[src/rtl/inst_fetch_unit_if.sv]
// ---------------------------------------------------------------------------
// inst_fetch_unit_if
// Bundles the fetch stage's three conversations: redirects from execute,
// the single-outstanding request/response to instruction memory, and the
// valid/ready instruction hand-off to decode.
//   master : the fetch unit (drives imem_req/imem_addr and the inst_* outputs)
//   slave  : the surrounding core/memory (drives redirect, response, ready)
// ---------------------------------------------------------------------------
interface inst_fetch_unit_if;
    logic        redirect_en;
    logic [31:0] redirect_pc;
    logic        imem_req;
    logic [31:0] imem_addr;
    logic        imem_rvalid;
    logic [31:0] imem_rdata;
    logic        inst_valid;
    logic        inst_ready;
    logic [31:0] inst;
    logic [31:0] inst_pc;

    modport master (
        input  redirect_en, redirect_pc, imem_rvalid, imem_rdata, inst_ready,
        output imem_req, imem_addr, inst_valid, inst, inst_pc
    );

    modport slave (
        output redirect_en, redirect_pc, imem_rvalid, imem_rdata, inst_ready,
        input  imem_req, imem_addr, inst_valid, inst, inst_pc
    );
endinterface

[src/rtl/inst_fetch_unit.sv]
// ---------------------------------------------------------------------------
// inst_fetch_unit
// RV32I fetch stage. Holds the PC, issues one word request at a time to an
// instruction memory of variable latency, and presents the returned word with
// its PC to decode over valid/ready. Redirects from execute take priority in
// every state; a response belonging to a fetch made obsolete by a redirect is
// drained and discarded.
// Ports:
//   clk  : clock, all state updates on the rising edge
//   rst  : asynchronous, active-high reset
//   bus  : inst_fetch_unit_if.master
//          redirect_en/redirect_pc    - redirect from execute
//          imem_req/imem_addr         - request to memory (addr == pc)
//          imem_rvalid/imem_rdata     - memory response
//          inst_valid/inst/inst_pc    - instruction to decode
//          inst_ready                 - decode accepts
// ---------------------------------------------------------------------------
module inst_fetch_unit #(
    parameter logic [31:0] RESET_PC = 32'h0000_0000,
    parameter logic [31:0] NOP_INST = 32'h0000_0013
) (
    input  logic                   clk,
    input  logic                   rst,
    inst_fetch_unit_if.master      bus
);

    typedef enum logic [1:0] {
        ST_FETCH = 2'd0,
        ST_WAIT  = 2'd1,
        ST_HOLD  = 2'd2,
        ST_DRAIN = 2'd3
    } state_t;

    state_t      state_r;
    logic [31:0] pc_r;
    logic [31:0] inst_r;
    logic [31:0] inst_pc_r;
    logic        inst_valid_r;
    logic [31:0] redirect_target_s;

    // Redirect targets are always word aligned; low bits from execute are dropped.
    assign redirect_target_s = {bus.redirect_pc[31:2], 2'b00};

    // Request is suppressed in a redirect cycle so the old pc never goes out.
    assign bus.imem_req   = (state_r == ST_FETCH) && !bus.redirect_en;
    assign bus.imem_addr  = pc_r;
    assign bus.inst_valid = inst_valid_r;
    assign bus.inst       = inst_r;
    assign bus.inst_pc    = inst_pc_r;

    // Fetch sequencer: pc, state and the decode-facing output registers.
    always_ff @(posedge clk or posedge rst) begin
        if (rst) begin
            state_r      <= ST_FETCH;
            pc_r         <= RESET_PC;
            inst_r       <= NOP_INST;
            inst_pc_r    <= RESET_PC;
            inst_valid_r <= 1'b0;
        end else if (bus.redirect_en) begin
            pc_r         <= redirect_target_s;
            inst_valid_r <= 1'b0;
            case (state_r)
                // A request is still outstanding unless its response lands now.
                ST_WAIT:  state_r <= bus.imem_rvalid ? ST_FETCH : ST_DRAIN;
                ST_DRAIN: state_r <= ST_DRAIN;
                ST_FETCH: state_r <= ST_FETCH;
                ST_HOLD:  state_r <= ST_FETCH;
                default:  state_r <= ST_FETCH;
            endcase
        end else begin
            case (state_r)
                ST_FETCH: begin
                    // imem_req is necessarily high here (no redirect this cycle).
                    state_r <= ST_WAIT;
                end
                ST_WAIT: begin
                    if (bus.imem_rvalid) begin
                        inst_r       <= bus.imem_rdata;
                        inst_pc_r    <= pc_r;
                        inst_valid_r <= 1'b1;
                        state_r      <= ST_HOLD;
                    end else begin
                        state_r      <= ST_WAIT;
                    end
                end
                ST_HOLD: begin
                    if (inst_valid_r && bus.inst_ready) begin
                        inst_valid_r <= 1'b0;
                        pc_r         <= pc_r + 32'd4;
                        state_r      <= ST_FETCH;
                    end else begin
                        state_r      <= ST_HOLD;
                    end
                end
                ST_DRAIN: begin
                    // The stale response is swallowed; inst_valid is already 0.
                    if (bus.imem_rvalid) begin
                        state_r <= ST_FETCH;
                    end else begin
                        state_r <= ST_DRAIN;
                    end
                end
                default: begin
                    state_r <= ST_FETCH;
                end
            endcase
        end
    end

endmodule

[src/flat_wrapper.sv]
// flat-port wrapper written by rule: the top's interface ports become plain ports
module inst_fetch_unit_flat 
#(
    parameter logic [31:0] RESET_PC = 32'h0000_0000,
    parameter logic [31:0] NOP_INST = 32'h0000_0013
)
  (clk, rst, bus_redirect_en, bus_redirect_pc, bus_imem_rvalid, bus_imem_rdata, bus_inst_ready, bus_imem_req, bus_imem_addr, bus_inst_valid, bus_inst, bus_inst_pc);
  inst_fetch_unit_if bus_i ();
  input  logic clk;
  input  logic rst;
  input wire logic [$bits(bus_i.redirect_en)-1:0] bus_redirect_en;
  input wire logic [$bits(bus_i.redirect_pc)-1:0] bus_redirect_pc;
  input wire logic [$bits(bus_i.imem_rvalid)-1:0] bus_imem_rvalid;
  input wire logic [$bits(bus_i.imem_rdata)-1:0] bus_imem_rdata;
  input wire logic [$bits(bus_i.inst_ready)-1:0] bus_inst_ready;
  output wire logic [$bits(bus_i.imem_req)-1:0] bus_imem_req;
  output wire logic [$bits(bus_i.imem_addr)-1:0] bus_imem_addr;
  output wire logic [$bits(bus_i.inst_valid)-1:0] bus_inst_valid;
  output wire logic [$bits(bus_i.inst)-1:0] bus_inst;
  output wire logic [$bits(bus_i.inst_pc)-1:0] bus_inst_pc;
  assign bus_i.redirect_en = bus_redirect_en;
  assign bus_i.redirect_pc = bus_redirect_pc;
  assign bus_i.imem_rvalid = bus_imem_rvalid;
  assign bus_i.imem_rdata = bus_imem_rdata;
  assign bus_i.inst_ready = bus_inst_ready;
  assign bus_imem_req = bus_i.imem_req;
  assign bus_imem_addr = bus_i.imem_addr;
  assign bus_inst_valid = bus_i.inst_valid;
  assign bus_inst = bus_i.inst;
  assign bus_inst_pc = bus_i.inst_pc;
  inst_fetch_unit #(.RESET_PC(RESET_PC), .NOP_INST(NOP_INST)) u_core (.clk(clk), .rst(rst), .bus(bus_i));
endmodule
[config.mk]
export PLATFORM = sky130hd
export DESIGN_NAME = inst_fetch_unit_flat
export DESIGN_NICKNAME = d
export VERILOG_FILES = /design/src/rtl/inst_fetch_unit_if.sv /design/src/rtl/inst_fetch_unit.sv /design/src/flat_wrapper.sv
export SDC_FILE = /design/constraint.sdc
export NUM_CORES = 1
export LEC_CHECK = 0
export CORE_AREA = 5 5 115 117
export DETAILED_ROUTE_END_ITERATION = 12
export DIE_AREA = 0 0 120 122
export PLACE_DENSITY = 0.66
export SLEW_MARGIN = 10
export SYNTH_ARGS = -nofsm -noshare
export SYNTH_HDL_FRONTEND = slang
export SYNTH_SLANG_ARGS = --single-unit
[constraint.sdc]
create_clock -name clk -period 8.1 [get_ports clk]
set_input_delay 2.43 -clock clk [delete_from_list [all_inputs] [get_ports clk]]
set_output_delay 2.43 -clock clk [all_outputs]
set_load 0.01 [all_outputs]
* Word level (Yosys, flattened, before mapping) *
Cells that the tools add are included.

word-level totals
  register bits = 99
  logic and storage cells = 36

cells by class
  add/subtract/negate cells = 1
  equal/unequal tests = 5
  mux-type cells = 13
  bitwise logic cells = 1
  reductions and logical operators = 11

operator list
  operator                 count
  $mux W32                 3
  $add A32 B3 Y32 const B  1
  $mux W2                  4
  $pmux W2 S4              1
  $pmux W2 S3              1
  $reduce_and A3 Y1        2
  $eq A2 B2 Y1 const B     2
  $reduce_bool A2 Y1       2
  $mux W1                  3
  $ne A3 B2 Y1 const B     1
  $ne A3 B3 Y1 const B     1
  $reduce_bool A3 Y1       1
  $eq A2 B1 Y1 const B     1
  $logic_and A1 B1 Y1      2
  $logic_not A2 Y1         1
  $pmux W1 S2              1
  $reduce_and A2 Y1        1
  $reduce_or A2 Y1         1
  $logic_not A1 Y1         1
  $not A1 Y1               1

* Longest topological paths before layout *
Gate-level depths: netlist (run 1).

  depth in word-level cells = 4
  mapped depth = 7

* Worst setup path before layout (run 1) *
OpenSTA, ideal clock, no wires.

  kind = input-to-output
  from = input bus_redirect_en
  to = output bus_imem_req
  arrival = 2973 ps
  required time = 5670 ps
  setup slack = 2697 ps
  stages on the path = 2
  buffers on the path = 1
  cells stage by stage = clkbuf_1 -> nor3_1

between the ends
  cells in the longest elaborated chain, start to end = 2

RTL lines
  element              line                   source
  start: declaration   flat_wrapper.sv:11     input wire logic [$bits(bus_i.redirect_en)-1:0] bus_redirect_en;
  $logic_not A1 Y1     inst_fetch_unit.sv:45  assign bus.imem_req = (state_r == ST_FETCH) && !bus.redirect_en;
  $logic_and A1 B1 Y1  inst_fetch_unit.sv:45
  end: declaration     flat_wrapper.sv:16     output wire logic [$bits(bus_i.imem_req)-1:0] bus_imem_req;

Every way passes these cells.

* Worst setup path after layout (run 1) *
Ends and elaborated chain as after synthesis.

==> run metrics, run 1 <==
status=finished, final reports clean; initial antenna violation count=0; Cell Area, Synth=0.00416 mm^2; Yosys top cell area share=55.4%; final core area utilization=50.1%; die height=122 um; Area Growth Syn to Fin=47.8%; crit path DAT=3.79 ns; H-tree depth=3; Post-synth top cells=dfrtp_1 (92), mux2_2 (64), nand2_1 (37), o21ai_0 (28), xor2_1 (21); Hold Crit Start=u_core.bus.inst_pc[15]; CTS tree=yes; die width=120 um; ys async rst share=100%; Post-CTS Resized=0; Post-Synthesis Cells=344; setup-violating endpoint count in the final report=0; Worst Path Buf+Inv=2; final worst path period share=76.8%; min setup slack post-route=1.88 ns; # clock sinks=95; Total Wirelength=10700 um; Power Density=302 mW/mm^2; Ys Warns=0; Top delay family on crit path=buffers and inverters; vias in the first global route=3151; Layout Cells excl Fill=654; TNS Setup=0 ns; cell type with the largest total area after synthesis=dfrtp_1; Clock Path Buffers=2; Max Clock Freq=161 MHz; TritonRoute pass-1 iters=4; TritonCTS Buffers=9; Critical Path Start=bus_redirect_en; share of cells above drive strength 1=18.1%; startpoint types=primary input; Die ar.=0.0146 mm^2; DRC Markers=0; metal2 WL=4950 um; Hold WC Path Type=flop to flop; Setup Fix Bufs, Post-CTS=0; hold_ws=0.502 ns; Core Region=0.0123 mm^2; CTS clk-pin slew, worst paths=0.06 ns; top_reg_cell synth=dfrtp_1; fin area=0.00614 mm^2; Slew HR=31.4%; worst clock skew=0.00558 ns; highest metal used=met4; most common cell in the synthesized netlist=dfrtp_1; all-layer global routing usage=14.9%; crit-path max cell delay=0.63 ns; Post-synth EDFFs=0; Routed met3 length=690 um; worst slew pin tran=1.02 ns; I/O Buffers=160; Mean Syn Cell Area=12.1 um^2; Max Cap Viol=0; Final ANT Viol Nets=0; via count=3147; Synth area leaders=dfrtp_1 (55%), mux2_2 (17%), xor2_1 (4.4%), o21ai_0 (3.4%), nand2_1 (3.3%); Starting Density=33.9%; R2R cell count=5; Cell variety after synth=37; RR Startpoint=u_core.state_r[0]; Final #Nets=570; logic depth of the worst setup path including buffers=3; cts hold-fix bufs=0; Cell Rows=41; placed inst area=0.00588 mm^2; n_diodes=0; largest net degree at the start of global routing=59; worst slack at placement=1.85 ns; Inst Count DP=639; Crit. End Element=primary output; Avg Vias per Cell=4.81; CP max-delay cell=buf_2; Worst-Skew Late Latency=0.34 ns; register bit total from synthesis=95; first-pass GRT wire length=16900 um; Peak VDD IR=0.141 mV; gpl congestion=0.723; Hold Vio Cnt, Final=0; Clock Tree Root=clkbuf_16; Seq/Total Area, Yosys=57.3%; final-report max-slew violation count=0; RSZ-0062 raised after global routing=false; worst hold stages=1; total congestion overflow=0; CP required=5.67 ns; leakage=2.47 nW; # IOs=167; HPWL after DPL=7920 um; WL/cell=16.3 um; CP Max Fanout=57; Starting DRT DRC Count=170; Metal-1 WL=4860 um; worst-path cell chain=buf_2 > nor3_1 > clkdlybuf4s50_1; overall power=1.86 mW; Tmin final=6.22 ns; Setup CP Type=primary input to primary output
## kinds of logic after synthesis
kind of cell / share of synthesized area, %
AND/OR/NAND/NOR: 11.8
flip-flops: 57.3
multiplexers: 17.6
AO/OA/AOI/OAI: 4.28
XOR/XNOR: 5.90
buffers and inverters: 2.77
adder cells (fa/ha/maj): 0.301
other: 0.0902
## worst paths after layout
check	endpoint	slack [ns]
hold reg to reg	u_core.bus.inst_pc[15]	0.50
max in group asynchronous	u_core.bus.inst[28]	4.50
hold / removal	u_core.bus.inst_pc[15]	0.50
min in group asynchronous	u_core.bus.inst[23]	2.47
setup reg to reg	u_core.bus.imem_addr[27]	5.94
setup / recovery	bus_imem_req	1.88
## routing by layer
| layer | vias up | global-route usage (%) |
|---|---|---|
| met4 | 0 | 6.23 |
| met3 | 13 | 4.13 |
| met5 | - | 0 |
| met1 | 1510 | 19.7 |
| li1 | 1503 | - |
| met2 | 121 | 23.0 |
## state kept, by name, indices dropped and copies added (netlist names)
name                   cells
u_core.bus.imem_addr      30
u_core.state_r             2
u_core.bus.inst           32
u_core.bus.inst_valid      1
u_core.bus.inst_pc        30
## layout make-up
class | count | area (um^2)
multi-input cells | 228 | 1680
flip-flops and latches | 95 | 2380
clock buffers | 11 | 243
clock inverters | 4 | 22.5
inverters | 3 | 13.8
fillers | 1136 | 6120
repair buffers | 163 | 1620
well taps | 150 | 188
## report_power, final
group	switching (mW)	internal, mW	total (mW)
Clock	0.171	0.213	0.384
Sequential	0.105	0.653	0.758
Combinational	0.254	0.461	0.715
Total	0.530	1.33	1.86
## layout by cell type (no fill, tap or decap), types with 4 or more instances in the layout
cell type | synthesis | layout
conb_1 | 1 | 4
o21ai_0 | 28 | 28
xor2_1 | 21 | 21
mux2_2 | 64 | 64
xnor2_1 | 7 | 7
dfrtp_1 | 92 | 92
nand2_1 | 37 | 37
nor2_1 | 8 | 8
nand4_1 | 10 | 10
clkbuf_16 | 0 | 9
nand3_1 | 17 | 17
and2_1 | 6 | 6
clkdlybuf4s50_1 | 0 | 159
No activity file was read; power rests on OpenSTA's default activity.
==> inputs of run 2 (changes only) <==
--- a/config.mk
+++ b/config.mk
@@ -8,7 +8,7 @@
 export CORE_AREA = 5 5 115 117
 export DETAILED_ROUTE_END_ITERATION = 12
 export DIE_AREA = 0 0 120 122
-export PLACE_DENSITY = 0.66
+export PLACE_DENSITY = 0.69
 export SLEW_MARGIN = 10
 export SYNTH_ARGS = -nofsm -noshare
 export SYNTH_HDL_FRONTEND = slang
==> constraint.sdc (replaced) <==
create_clock -name clk -period 5.4 [get_ports clk]
set_input_delay 1.62 -clock clk [delete_from_list [all_inputs] [get_ports clk]]
set_output_delay 1.62 -clock clk [all_outputs]
set_load 0.01 [all_outputs]
==> run metrics, run 2 (synthesized netlist as in run 1, its figures left out) <==
all-layer global routing usage=15.0% (was 14.9%); DRC Markers=0 (unchanged); share of cells above drive strength 1=18.6% (was 18.1%); Clock Path Buffers=2 (unchanged); Max Cap Viol=0 (unchanged); status=finished, final reports clean (unchanged); CP required=3.78 ns (was 5.67 ns); RR Startpoint=u_core.state_r[0] (unchanged); first-pass GRT wire length=17300 um (was 16900 um); worst clock skew=0.00632 ns (was 0.00558 ns); CP max-delay cell=clkdlybuf4s50_1 (was buf_2); crit-path max cell delay=0.60 ns (was 0.63 ns); # clock sinks=95 (unchanged); CP Capture Point=bus_imem_req (unchanged); n_diodes=0 (unchanged); final core area utilization=50.3% (was 50.1%); min setup slack post-route=1.16 ns (was 1.88 ns); via count=3138 (was 3147); Starting DRT DRC Count=128 (was 170); register-to-register setup slack=3.21 ns (was 5.94 ns); TritonCTS Buffers=9 (unchanged); worst hold stages=1 (unchanged); R2R cell count=5 (unchanged); startpoint types=primary input (unchanged); CTS clk-pin slew, worst paths=0.06 ns (about the same); RSZ-0062 raised after global routing=false (unchanged); Avg Vias per Cell=4.78 (was 4.81); Max Clock Freq=236 MHz; Worst-Skew Late Latency=0.34 ns (about the same); Layout Cells excl Fill=656 (was 654); Top delay family on crit path=buffers and inverters (unchanged); leakage=2.47 nW (about the same); final-report max-slew violation count=0 (unchanged); placed inst area=0.00588 mm^2 (about the same); Hold Vio Cnt, Final=0 (unchanged); Die ar.=0.0146 mm^2 (unchanged); HPWL after DPL=8030 um (was 7920 um); Critical Path Start=bus_redirect_en (unchanged); gpl congestion=0.763 (was 0.723); Tmin final=4.24 ns; Power Density=455 mW/mm^2 (was 302 mW/mm^2); Worst Path Buf+Inv=2 (unchanged); initial antenna violation count=0 (unchanged); Final ANT Viol Nets=0 (unchanged); Total Wirelength=10800 um (was 10700 um); WL/cell=16.4 um (was 16.3 um); TritonRoute pass-1 iters=4 (unchanged); # IOs=167 (unchanged); setup-violating endpoint count in the final report=0 (unchanged); Peak VDD IR=0.213 mV (was 0.141 mV); Slew HR=32.2% (was 31.4%); Setup Fix Bufs, Post-CTS=0 (unchanged); TNS Setup=0 ns (unchanged); Crit. End Element=primary output (unchanged); hold_ws=0.504 ns (was 0.502 ns); cts hold-fix bufs=0 (unchanged); crit path DAT=2.62 ns (was 3.79 ns); Fill cells=1110 (was 1136); fin area=0.00617 mm^2 (was 0.00614 mm^2); vias in the first global route=3284 (was 3151); die width=120 um (unchanged); Largest register FFs=32 (unchanged); Area Growth Syn to Fin=48.5% (was 47.8%); Cell Rows=41 (unchanged); most common cell after layout, fill and taps aside=clkdlybuf4s50_1 (unchanged); CP Max Fanout=2 (was 57); worst-path cell chain=buf_2 > nor3_1 > clkdlybuf4s50_1 (unchanged); Hold WC Path Type=flop to flop (unchanged); Post-CTS Resized=0 (unchanged); Final #Nets=571 (was 570); overall power=2.81 mW (was 1.86 mW); CTS tree=yes (unchanged); logic depth of the worst setup path including buffers=3 (unchanged); largest net degree at the start of global routing=71 (was 59); H-tree depth=3 (unchanged); Clock Tree Root=clkbuf_16 (unchanged); Setup CP Type=primary input to primary output (unchanged); I/O Buffers=160 (unchanged); Core Region=0.0123 mm^2 (unchanged); total congestion overflow=0 (unchanged); final worst path period share=78.5%; worst slew pin tran=1.01 ns (was 1.02 ns); Inst Count DP=640 (was 639); worst r2r dst=u_core.bus.imem_addr[31] (was u_core.bus.imem_addr[27]); die height=122 um (unchanged); most frequent cells in the layout=clkdlybuf4s50_1 (159), dfrtp_1 (92), mux2_2 (64), nand2_1 (37), o21ai_0 (28) (unchanged); worst slack at placement=1.18 ns (was 1.85 ns); Starting Density=33.9% (unchanged)
[run 2: cell count changes in the layout (fill, tap and decap cells not counted), sizes merged]
cell      previous run  this run
buf                  4         5
clkinv               4         2
clkinvlp             1         5
clkbuf              11        10
[run 2: final cells by class]
class | count | area [um^2] | area share, %
Clock inverter | 6 | 46.3 | 0.750
Inverter | 3 | 13.8 | 0.223
Tap cell | 150 | 188 | 3.04
Sequential cell | 95 | 2380 | 38.6
Clock buffer | 10 | 239 | 3.87
Timing Repair Buffer | 164 | 1630 | 26.4
Multi-Input combinational cell | 228 | 1680 | 27.2
[run 2: how the worst min path moves through the flow]
stage                             start                   to  slack (ns)
finish              u_core.bus.inst[25]  u_core.bus.inst[25]        0.50
global route         u_core.bus.inst[5]   u_core.bus.inst[5]        0.52
CTS                  u_core.bus.inst[5]   u_core.bus.inst[5]        0.51
detailed placement  u_core.bus.inst[16]  u_core.bus.inst[16]        0.49
global placement     u_core.bus.inst[9]   u_core.bus.inst[9]        0.49
floorplan             u_core.state_r[0]    u_core.state_r[1]        0.53
[run 2: routing by layer]
layer	vias up	GRT usage, %	routed length, um
li1	1510	-	-
met1	1490	18.8	4650
met2	125	24.4	5140
met3	13	5.76	905
met4	0	4.29	100
met5	-	0	0
[run 2: power breakdown]
group | switching (mW) | internal [mW] | total [mW]
clock network | 0.274 | 0.325 | 0.599
logic | 0.382 | 0.691 | 1.07
registers | 0.159 | 0.979 | 1.14
total | 0.814 | 2.00 | 2.81
[run 2: worst register-to-register path: stages (launching register included)]
cell and delay [ns]:
dfrtp_1 0.45, and4b_1 0.47, and4_1 0.54, nand3_1 0.15
or3_1 0.34, a31oi_1 0.17
